## config.mk

```make
export PLATFORM = sky130hd
export DESIGN_NAME = spmv_kernel_scheduler
export DESIGN_NICKNAME = d
export VERILOG_FILES = /design/src/rtl/spmv_sched_pkg.sv /design/src/rtl/rr_arbiter.sv /design/src/rtl/spmv_kernel_scheduler.sv
export SDC_FILE = /design/constraint.sdc
export NUM_CORES = 2
export LEC_CHECK = 0
export CORE_MARGIN = 2
export CORE_UTILIZATION = 42
export CTS_CLUSTER_DIAMETER = 200
export DETAILED_ROUTE_END_ITERATION = 10
export GPL_ROUTABILITY_DRIVEN = 0
export PLACE_DENSITY = 0.72
export SLEW_MARGIN = 20
export SYNTH_ARGS = -nofsm -noshare
export SYNTH_HDL_FRONTEND = slang
export SYNTH_SLANG_ARGS = --single-unit
```

## constraint.sdc

```tcl
create_clock -name aclk -period 4.31 [get_ports aclk]
set_input_delay 0.431 -clock aclk [delete_from_list [all_inputs] [get_ports aclk]]
set_output_delay 0.431 -clock aclk [all_outputs]
set_load 0.005 [all_outputs]
```

## src/rtl/spmv_sched_pkg.sv

```systemverilog
// Shared types for the SpMV kernel scheduler: per-kernel FSM states, the
// completion record and the saturating cycle-counter step.
package spmv_sched_pkg;

   localparam int CYC_W      = 64;
   localparam int REC_ID_W   = 32;
   localparam int REC_KIDX_W = 16;

   typedef enum logic [1:0] {
      K_IDLE   = 2'd0,
      K_LAUNCH = 2'd1,
      K_RUN    = 2'd2,
      K_REPORT = 2'd3
   } kstate_t;

   // Fields are sized for the widest supported tag/index; the top slices them down.
   typedef struct packed {
      logic [REC_ID_W-1:0]   id;
      logic [REC_KIDX_W-1:0] kernel;
      logic [CYC_W-1:0]      cycles;
   } cpl_rec_t;

   function automatic logic [CYC_W-1:0] sat_inc(input logic [CYC_W-1:0] v);
      return (&v) ? v : v + CYC_W'(1);
   endfunction

endpackage

```

## src/rtl/rr_arbiter.sv

```systemverilog
// Round-robin arbiter: grants the first requester at or after ptr_i, wrapping
// around; returns a one-hot grant plus its index.
module rr_arbiter #(
   parameter int N     = 4,
   parameter int IDX_W = (N > 1) ? $clog2(N) : 1
) (
   input  logic [N-1:0]     req_i,
   input  logic [IDX_W-1:0] ptr_i,
   output logic [N-1:0]     gnt_o,
   output logic [IDX_W-1:0] idx_o,
   output logic             any_o
);

   always_comb begin
      gnt_o = '0;
      idx_o = '0;
      any_o = 1'b0;
      // First pass covers [ptr, N-1]; second pass supplies the wrap-around.
      for (int k = 0; k < N; k++) begin
         if (!any_o && req_i[k] && (k >= int'(ptr_i))) begin
            any_o    = 1'b1;
            gnt_o[k] = 1'b1;
            idx_o    = IDX_W'(k);
         end
      end
      for (int k = 0; k < N; k++) begin
         if (!any_o && req_i[k]) begin
            any_o    = 1'b1;
            gnt_o[k] = 1'b1;
            idx_o    = IDX_W'(k);
         end
      end
   end

endmodule

```

## src/rtl/spmv_kernel_scheduler.sv

```systemverilog
// Dispatches SpMV jobs round-robin onto NUM_KERNEL kernels, times each job and
// returns one completion record per job through a round-robin completion port.
module spmv_kernel_scheduler
   import spmv_sched_pkg::*;
#(
   parameter int NUM_KERNEL = 4,
   parameter int ID_W       = 8,
   parameter int KIDX_W     = (NUM_KERNEL > 1) ? $clog2(NUM_KERNEL) : 1
) (
   input  logic                    aclk,
   input  logic                    aresetn,
   input  logic                    enable,
   input  logic [NUM_KERNEL-1:0]   kernel_mask,
   input  logic                    job_valid,
   output logic                    job_ready,
   input  logic [31:0]             job_row,
   input  logic [31:0]             job_nnz,
   input  logic [ID_W-1:0]         job_id,
   output logic [NUM_KERNEL-1:0]   k_start,
   output logic [32*NUM_KERNEL-1:0] k_row,
   output logic [32*NUM_KERNEL-1:0] k_nnz,
   input  logic [NUM_KERNEL-1:0]   k_done,
   output logic                    cpl_valid,
   input  logic                    cpl_ready,
   output logic [ID_W-1:0]         cpl_id,
   output logic [KIDX_W-1:0]       cpl_kernel,
   output logic [CYC_W-1:0]        cpl_cycles,
   output logic                    busy
);

   logic [NUM_KERNEL-1:0] idle_w, rpt_w, elig_w;
   logic [NUM_KERNEL-1:0] dgnt_w, carb_gnt_w, cgnt_w, acc_sel_w, rel_w;
   logic [KIDX_W-1:0]     didx_w, carb_idx_w, cidx_w;
   logic                  dany_w, cany_w, accept_w, hs_w;

   logic [KIDX_W-1:0]     dptr_q, dptr_d, cptr_q, cptr_d;
   logic                  lock_q, lock_d;
   logic [KIDX_W-1:0]     lock_idx_q, lock_idx_d;
   logic [NUM_KERNEL-1:0] lock_gnt_q, lock_gnt_d;

   logic [ID_W-1:0]       id_w  [NUM_KERNEL];
   logic [CYC_W-1:0]      cyc_w [NUM_KERNEL];
   cpl_rec_t              rec_w;
   logic                  unused_rec_hi;

   function automatic logic [KIDX_W-1:0] ptr_inc(input logic [KIDX_W-1:0] p);
      return (p == KIDX_W'(NUM_KERNEL - 1)) ? '0 : p + KIDX_W'(1);
   endfunction

   // Dispatch side
   assign elig_w    = idle_w & kernel_mask;
   assign job_ready = aresetn & enable & dany_w;
   assign accept_w  = job_valid & job_ready;
   assign acc_sel_w = {NUM_KERNEL{accept_w}} & dgnt_w;

   rr_arbiter #(.N(NUM_KERNEL), .IDX_W(KIDX_W)) u_disp_arb (
      .req_i (elig_w),
      .ptr_i (dptr_q),
      .gnt_o (dgnt_w),
      .idx_o (didx_w),
      .any_o (dany_w)
   );

   // Completion side; a stalled grant is held so cpl_* cannot change under the consumer.
   rr_arbiter #(.N(NUM_KERNEL), .IDX_W(KIDX_W)) u_cpl_arb (
      .req_i (rpt_w),
      .ptr_i (cptr_q),
      .gnt_o (carb_gnt_w),
      .idx_o (carb_idx_w),
      .any_o (cany_w)
   );

   assign cgnt_w    = lock_q ? lock_gnt_q : carb_gnt_w;
   assign cidx_w    = lock_q ? lock_idx_q : carb_idx_w;
   assign cpl_valid = cany_w;
   assign hs_w      = cpl_valid & cpl_ready;
   assign rel_w     = {NUM_KERNEL{hs_w}} & cgnt_w;
   assign busy      = |(~idle_w);

   always_comb begin
      rec_w = '0;
      for (int k = 0; k < NUM_KERNEL; k++) begin
         if (cgnt_w[k]) begin
            rec_w.id[ID_W-1:0] = id_w[k];
            rec_w.kernel       = REC_KIDX_W'(k);
            rec_w.cycles       = cyc_w[k];
         end
      end
   end

   assign cpl_id        = rec_w.id[ID_W-1:0];
   assign cpl_kernel    = rec_w.kernel[KIDX_W-1:0];
   assign cpl_cycles    = rec_w.cycles;
   assign unused_rec_hi = ^{rec_w.id, rec_w.kernel};

   always_comb begin
      dptr_d     = accept_w ? ptr_inc(didx_w) : dptr_q;
      cptr_d     = hs_w ? ptr_inc(cidx_w) : cptr_q;
      lock_d     = cpl_valid & ~cpl_ready;
      lock_idx_d = cidx_w;
      lock_gnt_d = cgnt_w;
   end

   always_ff @(posedge aclk) begin
      if (!aresetn) begin
         dptr_q     <= '0;
         cptr_q     <= '0;
         lock_q     <= 1'b0;
         lock_idx_q <= '0;
         lock_gnt_q <= '0;
      end else begin
         dptr_q     <= dptr_d;
         cptr_q     <= cptr_d;
         lock_q     <= lock_d;
         lock_idx_q <= lock_idx_d;
         lock_gnt_q <= lock_gnt_d;
      end
   end

   for (genvar i = 0; i < NUM_KERNEL; i++) begin : g_kernel
      kstate_t          st_q, st_d;
      logic [31:0]      row_q, row_d, nnz_q, nnz_d;
      logic [ID_W-1:0]  id_q, id_d;
      logic [CYC_W-1:0] cnt_q, cnt_d, cyc_q, cyc_d;

      always_comb begin
         st_d  = st_q;
         row_d = row_q;
         nnz_d = nnz_q;
         id_d  = id_q;
         cnt_d = cnt_q;
         cyc_d = cyc_q;
         unique case (st_q)
            K_IDLE: begin
               if (acc_sel_w[i]) begin
                  st_d  = K_LAUNCH;
                  row_d = job_row;
                  nnz_d = job_nnz;
                  id_d  = job_id;
                  cnt_d = '0;
               end
            end
            K_LAUNCH: begin
               cnt_d = sat_inc(cnt_q);
               st_d  = K_RUN;
            end
            K_RUN: begin
               cnt_d = sat_inc(cnt_q);
               // Count includes the LAUNCH cycle and the done cycle itself.
               if (k_done[i]) begin
                  cyc_d = sat_inc(cnt_q);
                  st_d  = K_REPORT;
               end
            end
            K_REPORT: begin
               if (rel_w[i]) st_d = K_IDLE;
            end
            default: st_d = K_IDLE;
         endcase
      end

      always_ff @(posedge aclk) begin
         if (!aresetn) begin
            st_q  <= K_IDLE;
            row_q <= '0;
            nnz_q <= '0;
            id_q  <= '0;
            cnt_q <= '0;
            cyc_q <= '0;
         end else begin
            st_q  <= st_d;
            row_q <= row_d;
            nnz_q <= nnz_d;
            id_q  <= id_d;
            cnt_q <= cnt_d;
            cyc_q <= cyc_d;
         end
      end

      assign idle_w[i]           = (st_q == K_IDLE);
      assign rpt_w[i]            = (st_q == K_REPORT);
      assign k_start[i]          = (st_q == K_LAUNCH);
      assign k_row[32*i +: 32]   = row_q;
      assign k_nnz[32*i +: 32]   = nnz_q;
      assign id_w[i]             = id_q;
      assign cyc_w[i]            = cyc_q;
   end

endmodule

```

; ---- After elaboration in Yosys (flattened, before gate mapping)
; Cells that the tools add are included.
[word_totals]
reg_bits = 819
in_bits = 85
elab_cells = 224
[classes]
add_sub_neg = 6
magnitude_cmp = 6
n_eq_ne = 26
n_mux = 80
bitwise_logic = 10
n_reduce_logical = 67
[ops]
columns = operator, count
row1 = 64-bit two-way mux, 8
row2 = 64-bit case mux with 2 select lines, 4
row3 = 88-bit two-way mux, 4
row4 = 64-bit by 1-bit adder with 64-bit output (second input constant), 4
row5 = 64-bit AND reduction, 4
row6 = 2-bit two-way mux, 27
row7 = 1-bit two-way mux, 32
row8 = 2-bit case mux with 4 select lines, 4
row9 = 2-bit AND reduction, 12
row10 = 2-bit equality test (second input constant), 10
row11 = 1-bit logical AND, 20
row12 = 2-bit inequality test (second input constant), 8
row13 = 1-bit logical NOT, 14
row14 = 4-bit bitwise AND, 3
row15 = 3-bit AND reduction, 4
row16 = 2-bit by 1-bit equality test with 1-bit output (second input constant), 4
row17 = 1-bit by 2-bit >= comparator with 1-bit output (first input constant), 4
row18 = 2-bit logical NOT, 4
row19 = 2-bit by 1-bit inequality test with 1-bit output (second input constant), 4
row20 = 2-bit nonzero test, 4
row21 = 2-bit OR reduction, 4
row22 = 1-bit bitwise AND, 5
row23 = 2-bit by 1-bit adder with 2-bit output (second input constant), 2
row24 = 2-bit >= comparator (first input constant), 2
row25 = other kinds (4), 4

; ---- Longest topological paths before layout
[logic_depth]
ltp_word = 32
ltp_mapped = 12
mapped_depth_nobuf = 9

; ---- Cells and area by module
; From an unflattened synthesis, not the netlist that was laid out.
[hier_totals]
cells_unflattened = 5228
area_unflattened_um2 = 40070.9
[modules_own_cells]
columns = module, instances, cells_per_inst, area_per_inst_um2
row1 = spmv_kernel_scheduler, 1, 5162, 39625.5
row2 = rr_arbiter, 2, 33, 222.7

; ---- Least setup slack after synthesis
; Ideal clock, no wire load.
[synth_timing]
kind = reg2reg
start = register g_kernel[3].st_q[0]
end = register g_kernel[2].cnt_q[42]
setup_time_ps = 74
arrival_ps = 2795
t_required_ps = 4236
slack_ps = 1441
stages_incl_launch_ff = 12
period_less_slack_ps = 2869
path_cell_list = dfxtp_1 > inv_1 > ha_1 > clkbuf_1 > a22oi_1 > o2111ai_1 > o31a_1 > a21oi_1 > clkbuf_1 > clkbuf_1 > a31oi_1 > a31oi_1
[synth_between]
elab_chain_len = 21
word_cells_on_any_way = 22
classes_between = eq/ne (1) / mux (6) / bitwise (4) / reduce/logical (11)
[synth_rtl]
columns = item, line_no
row1 = start: declaration, spmv_kernel_scheduler.sv:121  ; kstate_t st_q, st_d;
row2 = start signal: assignment, spmv_kernel_scheduler.sv:171  ; st_q <= st_d;
row3 = 2-bit logical NOT (*), spmv_kernel_scheduler.sv:180  ; assign idle_w[i] = (st_q == K_IDLE);
row4 = 4-bit bitwise AND (*), spmv_kernel_scheduler.sv:51  ; assign elig_w = idle_w & kernel_mask;
row5 = 1-bit logical AND, rr_arbiter.sv:20  ; if (!any_o && req_i[k] && (k >= int'(ptr_i))) begin
row6 = 1-bit two-way mux, rr_arbiter.sv:20
row7 = 1-bit logical NOT, rr_arbiter.sv:27  ; if (!any_o && req_i[k]) begin
row8 = 1-bit logical AND, rr_arbiter.sv:27
row9 = 1-bit two-way mux, rr_arbiter.sv:27
row10 = 1-bit logical NOT, rr_arbiter.sv:27
row11 = [... 5 more ...], --
row12 = 1-bit logical NOT, rr_arbiter.sv:27
row13 = 1-bit logical AND, rr_arbiter.sv:27
row14 = 1-bit two-way mux, rr_arbiter.sv:27
row15 = 1-bit bitwise AND, spmv_kernel_scheduler.sv:52  ; assign job_ready = aresetn & enable & dany_w;
row16 = 1-bit bitwise AND, spmv_kernel_scheduler.sv:53  ; assign accept_w = job_valid & job_ready;
row17 = 4-bit bitwise AND (*), spmv_kernel_scheduler.sv:54  ; assign acc_sel_w = {NUM_KERNEL{accept_w}} & dgnt_w;
row18 = 2-bit by 1-bit inequality test with 1-bit output (no line) (*), --
row19 = 2-bit AND reduction (no line) (*), --
row20 = end signal: assignment, spmv_kernel_scheduler.sv:175  ; cnt_q <= cnt_d;
row21 = end: declaration, spmv_kernel_scheduler.sv:124  ; logic [CYC_W-1:0] cnt_q, cnt_d, cyc_q, cyc_d;
; Every way passes the cells marked *; elsewhere a longest branch is shown, timed or not.
; A chain may end at the register's enable or synchronous reset.

; ---- Final worst setup path
[layout_timing]
start = register cptr_q[1]
end = output cpl_cycles[15]
[layout_between]
elab_chain_len = 28
word_cells_on_any_way = 39
classes_between = order compare (3) / mux (19) / reduce/logical (17)
[layout_rtl]
columns = item, line_no
row1 = start: declaration, spmv_kernel_scheduler.sv:36  ; logic [KIDX_W-1:0] dptr_q, dptr_d, cptr_q, cptr_d;
row2 = start signal: assignment, spmv_kernel_scheduler.sv:113  ; cptr_q <= cptr_d;
row3 = 1-bit by 2-bit >= comparator with 1-bit output, rr_arbiter.sv:20
row4 = 1-bit logical AND, rr_arbiter.sv:20
row5 = 1-bit two-way mux, rr_arbiter.sv:20
row6 = 1-bit logical NOT, rr_arbiter.sv:20
row7 = 1-bit logical AND (2 in a row), rr_arbiter.sv:20
row8 = 1-bit two-way mux, rr_arbiter.sv:20
row9 = 1-bit logical NOT, rr_arbiter.sv:20
row10 = 1-bit logical AND (2 in a row), rr_arbiter.sv:20
row11 = [... 10 more ...], --
row12 = 1-bit logical NOT, rr_arbiter.sv:27
row13 = 1-bit logical AND, rr_arbiter.sv:27
row14 = 1-bit two-way mux, rr_arbiter.sv:27
row15 = 1-bit logical NOT, rr_arbiter.sv:27
row16 = 1-bit logical AND, rr_arbiter.sv:27
row17 = 1-bit two-way mux, rr_arbiter.sv:27
row18 = 4-bit two-way mux (*), spmv_kernel_scheduler.sv:73  ; assign cgnt_w = lock_q ? lock_gnt_q : carb_gnt_w;
row19 = 88-bit two-way mux (*), spmv_kernel_scheduler.sv:83  ; if (cgnt_w[k]) begin
row20 = end: declaration, spmv_kernel_scheduler.sv:27  ; output logic [CYC_W-1:0] cpl_cycles,
; Marks and branches as above.

==> impl_results.rst <==
.. list-table::
   :header-rows: 1

   * - Metric
     - Value
   * - Status
     - complete, no violations
   * - Port-buffer cells
     - 421
   * - Post-Place Worst Slack
     - around 0.56 ns
   * - Most common cell after layout, fill and taps aside
     - nand2_1
   * - Transition time of the tightest slew-check pin
     - between 1 and 1.5 ns
   * - # DRC
     - 0
   * - Setup violations, final
     - 0
   * - Top-level port count
     - between 400 and 500
   * - Largest voltage drop on the vdd net
     - between 200 and 300 uV
   * - Peak per-stage delay on the critical path
     - between 0.5 and 0.6 ns
   * - Share of the synthesized area in the top cell type
     - between 40% and 50%
   * - # Max-Cap Violations
     - 0
   * - Sequential fraction of the synthesis area
     - 43.2%
   * - Final critical delay including setup and external delays
     - 4.20 ns
   * - Final critical-path share of the clock period
     - 97.4%
   * - Number of cells on the worst reg-to-reg path
     - 7
   * - Detail-routed via count per cell
     - roughly 6.0
   * - GRT Resource Usage Total
     - between 20% and 30%
   * - CP Capture Type
     - output port
   * - Kind of start point of the critical path
     - flip-flop
   * - Total half-perimeter wirelength after legalization and detailed placement
     - between 90000 and 100000 um
   * - Cts bufs inserted
     - 89
   * - Total grt overflow
     - 0
   * - CTS tree
     - built
   * - Clock-pin slew on the worst setup and hold paths
     - about 0.060 ns
   * - Max frequency
     - about 0.24 GHz
   * - Peak fanout along the critical path
     - around 120
   * - Initial antenna violation count
     - 10
   * - Relative slew slack
     - 24.4%
   * - Commonest cells after routing, fill and taps aside
     - nand2_1, dfxtp_1, a21oi_1
   * - Number of warnings issued by yosys
     - 0
   * - Minimum setup slack among reg-to-reg paths
     - 1.01 ns
   * - Data required, critical path
     - 3.88 ns
   * - Number of global-route vias before repair
     - ~34000
   * - Number of hold buffers added after cts
     - 0
   * - Power Density
     - 400 nW/um^2
   * - Starting DRC count in detailed routing
     - ~5000
   * - Worst setup skew after layout
     - around 0.059 ns
   * - Number of distinct standard cells referenced by the synthesized netlist
     - 76
   * - Routed via count
     - ~38000
   * - Number of synthesized register bits
     - around 800
   * - WP buf/inv
     - 3
   * - Worst endpoint data arrival time
     - 3.77 ns
   * - Count of final hold-check violations
     - 0
   * - Max Slew Vio Count
     - 0
   * - Total Nets Final
     - roughly 5200
   * - Number of flops mapped to enable cells by yosys
     - 0
   * - Number of placement rows
     - 110
   * - Top_reg_cell synth
     - dfxtp_1
   * - Max Root-Sink Buffers
     - 3
   * - Terminus of the critical flop-to-flop path
     - g_kernel[2].cyc_q[40]$_SDFFE_PN0P_
   * - Average cell area after synthesis
     - approximately 7.8 um^2
   * - First-pass detailed-route iteration total
     - 7
   * - Launch instance of the worst register-to-register path
     - g_kernel[2].cnt_q[34]$_SDFFE_PN0P_
   * - Number of instances in the synthesized netlist
     - 4892
   * - Die area
     - 92700 um^2
   * - Area post-placement
     - 42900 um^2
   * - Slowest cell on the critical path
     - clkdlybuf4s50_1
   * - Buffer cell driving the clock tree root
     - clkbuf_16
   * - Post-layout instance count excluding filler cells
     - between 6000 and 7000
   * - Post-Synthesis Cell Area
     - 37900 um^2
   * - Pin count of the biggest net entering global routing
     - around 180
   * - Number of cells traversed by the worst hold path
     - 2
   * - Core area
     - 89700 um^2
   * - Leakage power of the design
     - approximately 15 nW
   * - Final critical-path setup slack
     - between 0.1 and 0.15 ns
   * - Worst hold slack
     - around 0.11 ns
   * - Global-route wire length before repair
     - between 200000 and 250000 um
   * - Hold endpoint
     - g_kernel[3].cnt_q[3]$_SDFFE_PN0P_
   * - Top area cells in the synthesized netlist
     - dfxtp_1, nand2_1, a21oi_1, o21ai_0, clkbuf_1
   * - CTS sink cnt
     - slightly above 800
   * - Asr flop ratio synth
     - 0%
   * - Detailed-route wire length per cell
     - ~22 um
   * - Deepest level of the CTS H-tree
     - 3
   * - CP Cell Sequence
     - inv_1 -> a21oi_1 -> o221ai_1 -> o21ai_4 -> buf_12 -> nand2_1 -> o21ai_1 -> clkdlybuf4s50_1
   * - Final std cell area, no fill
     - around 46000 um^2
   * - Top cell type by total area after synthesis
     - dfxtp_1
   * - Total detailed-routing wirelength
     - roughly 140000 um
   * - Antenna viol nets, final
     - 0
   * - Worst setup path category
     - reg2out
   * - Startpoint of the most critical hold path
     - aresetn
   * - Cell family contributing the most delay on the critical path
     - compound AO/OA/AOI/OAI gates
   * - Post-Place Cells
     - around 6200
   * - Area Growth Syn to Fin
     - 21.5%
   * - Power after layout
     - 18.4 mW
   * - Worst skew pair latency
     - roughly 0.7 ns
   * - Width of the chip
     - ~300 um
   * - Effective utilization at floorplan
     - a little over two fifths
   * - Synthesized Nets
     - 5001
   * - Height of the die
     - 305 um
   * - Hold Crit Class
     - in2reg
   * - Layout cells sized above 1
     - under 10%
-- sequential cells by signal, summed over array words and instances, names as in the netlist --
register / flops
cptr_q: 2
dptr_q: 2
g_kernel.cnt_q: 256
g_kernel.cyc_q: 256
g_kernel.id_q: 32
g_kernel.nnz_q: 128
g_kernel.row_q: 128
g_kernel.st_q: 8
lock_gnt_q: 4
lock_idx_q: 2
lock_q: 1
-- kinds of logic (layout without fill, tap and decap cells) --
kind of cell	after synthesis	after routing	synth area share, %
flops	819	819	43.2
mux	14	14	0.376
buf+inv	447	703	4.49
xor+xnor	240	240	5.54
simple gates	1660	1660	20.0
fa+ha+maj	24	24	0.792
compound gates	1688	1690	25.6
other cells	0	4	0
-- where the power goes --
part / internal (mW) / total [mW] / switching [mW]
logic: 0.786 / 2.24 / 1.46
registers: 7.90 / 8.24 / 0.343
clock network: 4.60 / 7.94 / 3.34
total: 13.3 / 18.4 / 5.14
-- worst register-to-register path: cells and delay by family (launching register included) --
| kind | cells | cell delay [ns] |
|---|---|---|
| AND/OR/NAND/NOR | 4 | 1.85 |
| AO/OA/AOI/OAI | 2 | 0.51 |
| flip-flops | 1 | 0.42 |
| XOR/XNOR | 1 | 0.36 |
-- metal layers --
layer | track usage, % | vias up | routed length [um]
met5 | 0 | - | 98
met4 | 15.1 | 16 | 8280
met3 | 7.20 | 409 | 14500
met2 | 43.4 | 1923 | 60800
met1 | 36.7 | 17777 | 55900
li1 | - | 17802 | -
-- worst max path at each step --
| stage | from | to | slack (ns) | cells after the start |
|---|---|---|---|---|
| 2_1_floorplan | g_kernel[3].st_q[0]$_SDFFE_PN0P_ | g_kernel[2].cnt_q[42]$_SDFFE_PN0P_ | 1.44 | 11 |
| 3_3_place_gp | g_kernel[3].st_q[0]$_SDFFE_PN0P_ | cpl_cycles[7] | 0.65 | 9 |
| 3_5_place_dp | g_kernel[3].st_q[0]$_SDFFE_PN0P_ | cpl_cycles[7] | 0.56 | 9 |
| 4_1_cts | g_kernel[2].st_q[0]$_SDFFE_PN0P_ | cpl_id[0] | 0.02 | 9 |
| 5_1_grt | cptr_q[1]$_SDFFE_PN0N_ | cpl_cycles[4] | -0.03 | 8 |
| 6_report | cptr_q[1]$_SDFFE_PN0N_ | cpl_cycles[15] | 0.11 | 8 |
-- synthesized netlist by cell type, drive strengths merged, types with 48 or more instances --
cell type / count
nor2: 167
clkbuf: 373
inv: 51
nor3: 48
nand2: 937
and3: 77
a21oi: 658
nand4: 79
a31oi: 183
xor2: 107
xnor2: 133
dfxtp: 819
a221o: 74
nand3: 126
o21ai: 563
-- what timing repair did --
| item | 4_1_cts | 5_1_grt |
|---|---|---|
| setup endpoints to repair | 10 | 60 |
| setup buffers | 2 | 5 |
| gates resized for setup | 8 | 4 |
| pin swaps | 1 | 3 |
| gates cloned | 1 | 3 |
-- stage by stage --
stage / setup TNS [ns] / utilization, %
finish: 0 / 51.4
floorplan: 0 / -
global placement: 0 / 47.8
detailed placement: 0 / 47.8
global route: -0.0285 / 51.4
CTS: 0 / 51.2
-- area by class of cell --
class	count	area, um^2
Antenna cell	4	10.0
Clock buffer	130	2580
Clock inverter	29	424
Fill cell	8395	43600
Inverter	51	199
Multi-Input combinational cell	3628	20000
Sequential cell	819	16400
Tap cell	1176	1470
Timing Repair Buffer	493	4970
Power figures use the tool's default switching activity.
